--- src/rtl/alu_share_arb.sv ---
// Round-robin arbiter time-sharing one combinational ALU between two requesters,
// with a one-entry registered response buffer per requester.
module alu_share_arb #(
  parameter bit PRIO_RESET = 1'b0,
  parameter int CNT_W      = 16
) (
  input  logic             clk,
  input  logic             reset_n,
  input  logic             r0_valid,
  output logic             r0_ready,
  input  logic [31:0]      r0_a,
  input  logic [31:0]      r0_b,
  input  logic [4:0]       r0_shamt,
  input  logic [2:0]       r0_ctl,
  output logic             r0_rvalid,
  input  logic             r0_rready,
  output logic [31:0]      r0_result,
  output logic             r0_zero,
  output logic             r0_notzero,
  input  logic             r1_valid,
  output logic             r1_ready,
  input  logic [31:0]      r1_a,
  input  logic [31:0]      r1_b,
  input  logic [4:0]       r1_shamt,
  input  logic [2:0]       r1_ctl,
  output logic             r1_rvalid,
  input  logic             r1_rready,
  output logic [31:0]      r1_result,
  output logic             r1_zero,
  output logic             r1_notzero,
  output logic [31:0]      alu_a,
  output logic [31:0]      alu_b,
  output logic [4:0]       alu_shamt,
  output logic [2:0]       alu_control,
  input  logic [31:0]      alu_result,
  input  logic             alu_zero,
  input  logic             alu_notzero,
  output logic [1:0]       grant,
  output logic [CNT_W-1:0] ops_count
);

  logic last;
  logic elig0, elig1;
  logic grant0, grant1;

  // A requester whose response buffer is full and not draining cannot be granted.
  always_comb begin
    elig0  = r0_valid && (!r0_rvalid || r0_rready);
    elig1  = r1_valid && (!r1_rvalid || r1_rready);
    grant0 = 1'b0;
    grant1 = 1'b0;
    if (reset_n) begin
      if (elig0 && elig1) begin
        grant0 = last;
        grant1 = !last;
      end else begin
        grant0 = elig0;
        grant1 = elig1;
      end
    end
  end

  assign r0_ready = grant0;
  assign r1_ready = grant1;
  assign grant    = {grant1, grant0};

  // Idle drive is an add of zeros so the shared ALU never sees X.
  always_comb begin
    alu_a       = 32'h0;
    alu_b       = 32'h0;
    alu_shamt   = 5'h0;
    alu_control = 3'b010;
    if (grant0) begin
      alu_a       = r0_a;
      alu_b       = r0_b;
      alu_shamt   = r0_shamt;
      alu_control = r0_ctl;
    end else if (grant1) begin
      alu_a       = r1_a;
      alu_b       = r1_b;
      alu_shamt   = r1_shamt;
      alu_control = r1_ctl;
    end
  end

  always_ff @(posedge clk or negedge reset_n) begin
    if (!reset_n) begin
      last      <= !PRIO_RESET;
      ops_count <= '0;
    end else if (grant0 || grant1) begin
      last      <= grant1;
      ops_count <= ops_count + {{(CNT_W-1){1'b0}}, 1'b1};
    end
  end

  // A same-cycle accept overwrites a draining buffer and keeps rvalid high.
  always_ff @(posedge clk or negedge reset_n) begin
    if (!reset_n) begin
      r0_rvalid  <= 1'b0;
      r0_result  <= 32'h0;
      r0_zero    <= 1'b0;
      r0_notzero <= 1'b0;
    end else if (grant0) begin
      r0_rvalid  <= 1'b1;
      r0_result  <= alu_result;
      r0_zero    <= alu_zero;
      r0_notzero <= alu_notzero;
    end else if (r0_rready) begin
      r0_rvalid  <= 1'b0;
    end
  end

  always_ff @(posedge clk or negedge reset_n) begin
    if (!reset_n) begin
      r1_rvalid  <= 1'b0;
      r1_result  <= 32'h0;
      r1_zero    <= 1'b0;
      r1_notzero <= 1'b0;
    end else if (grant1) begin
      r1_rvalid  <= 1'b1;
      r1_result  <= alu_result;
      r1_zero    <= alu_zero;
      r1_notzero <= alu_notzero;
    end else if (r1_rready) begin
      r1_rvalid  <= 1'b0;
    end
  end

endmodule

--- config.mk ---
export PLATFORM = sky130hd
export DESIGN_NAME = alu_share_arb
export DESIGN_NICKNAME = d
export VERILOG_FILES = /design/src/rtl/alu_share_arb.sv
export SDC_FILE = /design/constraint.sdc
export NUM_CORES = 1
export LEC_CHECK = 0
export ABC_AREA = 0
export BUFFER_PORTS_ARGS = -buffer_cell sky130_fd_sc_hd__buf_4
export CAP_MARGIN = 25
export CORE_ASPECT_RATIO = 0.5
export CORE_MARGIN = 4
export CORE_UTILIZATION = 31
export DETAILED_ROUTE_END_ITERATION = 16
export PLACE_DENSITY = 0.7
export SLEW_MARGIN = 10
export SYNTH_ARGS = -nofsm -noshare
export SYNTH_HDL_FRONTEND = slang
export SYNTH_SLANG_ARGS = --single-unit
--- constraint.sdc ---
create_clock -name clk -period 2.45 [get_ports clk]
set_clock_uncertainty 0.15 [all_clocks]
set_input_delay 0.49 -clock clk [delete_from_list [all_inputs] [get_ports clk]]
set_output_delay 0.49 -clock clk [all_outputs]
set_load 0.03 [all_outputs]
==> impl_metrics.toml <==
[routing]
wl_per_cell_um = 22.2
drc = 0
dr.pass1.iters = 4
via_per_inst = 5.04
ant_nets = 0
drt_iter0_markers = 244
vias = 4267
drt-total-wl_um = 18800

[grt]
grt-busiest-layer = "met2"
grt_use_met1_pct = 27.3
use_met2_pct = 36.4
grt_pass1_wl_um = 25800
grt_pass1_vias = 4174
antenna_found_initial = 0
grt_use_met3_pct = 4.64
track_usage_pct = 21.1
overflow = 0
grt_max_degree = 66

[place]
place_area_um2 = 7020
dp_hpwl_um = 13900
portBuffers = 345
dp_slack_ns = 0.0354
gp_congestion = 1.05

[synthesis]
ys_seq_elements = 87
yosys_most_used_dff = "dfrtp_1"
synthesis.area_um2 = 4210
ys_top_cells_by_count = "86 x dfrtp_1, 71 x a22o_1, 47 x mux2_2"
ys_warn_count = 0
syn_nets = 497
synth.yosys.seq_area_share_pct = 51.7
synth_area_leaders = "dfrtp_1 51%, a22o_1 15%, mux2_2 13%"
async_flop_share_pct = 100
synth.avg_cell_area_um2 = 13.5
synth.most_common_cell = "dfrtp_1"
synth_top_area_share_pct = 51.1
synth_cell_types = 35
synthCells = 312
yosysTopAreaCell = "dfrtp_1"
synth-edff-count = 0

[clock_network]
cts_hold_buffers = 0
cts_tree = "done"
cts_htree_levels = 3
cts.clk_slew.worst_paths_ns = 0.06
worstSkewPairLatency_ns = 0.33
clkSinkCount = 87
cts_buffer_depth = 2
root_buffer = "clkbuf_16"
cts_buffers = 9

[final_layout]
final.fill_count = 1095
final_cell_area_um2 = 7920
nets = 858
drive_above_1_share_pct = 68.8
area_growth_pct = 88.0
antennaDiodeCount = 0

[power]
power.static_leakage_nw = 3.95
p_per_area_nw_per_um2 = 791
peakVddDrop_uv = 486
p_total_mw = 6.26

[setup_path]
r2r_cells = 9
cp-start-kind = "register"
required_ns = 1.81
reg2reg_slack_ns = 0.48
worst-setup-path-type = "register to output port"
r2r_end = "r0_notzero$_DFFE_PN0P_"
r2r-start = "r0_rvalid$_DFFE_PN0P_"
endpoint_kind = "output port"
crit_arrival_ns = 1.83
cp_max_fo = 47

[run_status]
violations = "negative setup slack"
status = "finished, violations left"

[timing]
rsz0062_at_grt = "yes"
max_freq_mhz = 405
finalSetupViolations = 7
maxSlewViolCount = 0
finalWorstSetupSlack_ns = -0.0167
relSlewSlack_pct = 44.1
post-route-period-util_pct = 101
finalHoldViolCount = 0
min_period_ns = 2.47
tightest_slew_ns = 0.838
hold_slack_ns = 0.0291

[floorplan]
rows = 29
start_util_pct = 32.4
core_area_um2 = 13000
fp.dieArea_um2 = 15600
die_w_um = 173
die_h_um = 90.4
ioPinCount = 346

[worst_hold_path]
min-delay-path-class = "primary input to async pin"

[run]
drv_cap = 0
==> through the flow <==
stage / TNS, ns / utilization (%) / std cells
floorplan: 0 / - / 312
global placement: 0 / 54.0 / 816
detailed placement: 0 / 54.0 / 816
CTS: -0.230 / 57.1 / 832
global route: -2.95 / 60.9 / 847
finish: -0.0445 / 60.9 / 847
==> sequential cells by signal, indices dropped and copies added (netlist names) <==
register	count
last	1
ops_count	16
r0_notzero	1
r0_result	32
r0_rvalid	1
r0_zero	1
r1_notzero	1
r1_result	32
r1_rvalid	1
r1_zero	1
==> critical path: stages (launching register included) <==
cell and delay [ns]:
dfstp_2 0.56, nand3_1 0.08, nand3_1 0.16, inv_2 0.10, buf_12 0.18, a22o_1 0.23
buf_6 0.15
==> worst max path at each step <==
stage | endpoint | start | cells after the start
6_report | alu_control[0] | last$_DFFE_PN1P_ | 6
5_1_grt | alu_control[0] | r0_rvalid$_DFFE_PN0P_ | 7
4_1_cts | alu_b[21] | r0_rvalid$_DFFE_PN0P_ | 7
3_5_place_dp | alu_a[19] | r0_rready | 8
3_3_place_gp | alu_a[19] | r0_rready | 8
2_1_floorplan | alu_a[22] | r0_rvalid$_DFFE_PN0P_ | 6
==> final cells by class <==
cell class | instances | area (um2) | share of cell area (%)
repair buffers | 373 | 3300 | 41.7
flip-flops and latches | 87 | 2180 | 27.5
multi-input cells | 198 | 1900 | 24.1
clock buffers | 12 | 267 | 3.37
well taps | 170 | 213 | 2.69
inverters | 3 | 27.5 | 0.348
clock inverters | 3 | 17.5 | 0.221
repair inverters | 1 | 11.3 | 0.142
==> cell families after synthesis <==
family | Yosys count | share of synthesized area (%)
fa+ha+maj | 1 | 0.297
mux | 68 | 19.8
flops | 87 | 51.7
simple gates | 39 | 5.59
compound gates | 75 | 15.8
buf+inv | 27 | 3.68
xor+xnor | 15 | 3.12
==> cell usage in the layout (no fill, tap or decap), types with 2 or more instances in the layout <==
cell         n
xor2_1      10
nor4b_1      3
nor2_1       2
buf_16       2
mux2_2      47
clkbuf_8     3
nand4_1      4
buf_4      284
nand3_1      4
clkbuf_16   16
xnor2_1      5
nor4_2       2
clkinv_2     2
nand2b_4     2
a22o_1      70
mux2_4      18
dfrtp_1     86
buf_6       76
nand2_1     12
nor3_1       3
buf_12       4
mux2_1       3
==> report_power, final <==
| part | switching, mW | internal, mW |
|---|---|---|
| clock network | 0.525 | 0.761 |
| registers | 0.259 | 1.80 |
| logic | 1.60 | 1.32 |
| total | 2.39 | 3.88 |
==> routing by layer <==
metal	up-vias	part of all wire, %
met5	-	0
li1	1905	-
met4	0	1.7
met1	2165	42
met2	176	50
met3	21	5.7
==> timing repair <==
item | in CTS | in global routing
setup endpoints to repair | 1 | 72
gates cloned | 1 | 11
buffers inserted | 0 | 4
endpoints found under the hold margin | 0 | 0
pin swaps | 12 | 54
resized for setup | 23 | 65
Note: power is estimated with default switching activity, not from simulation.
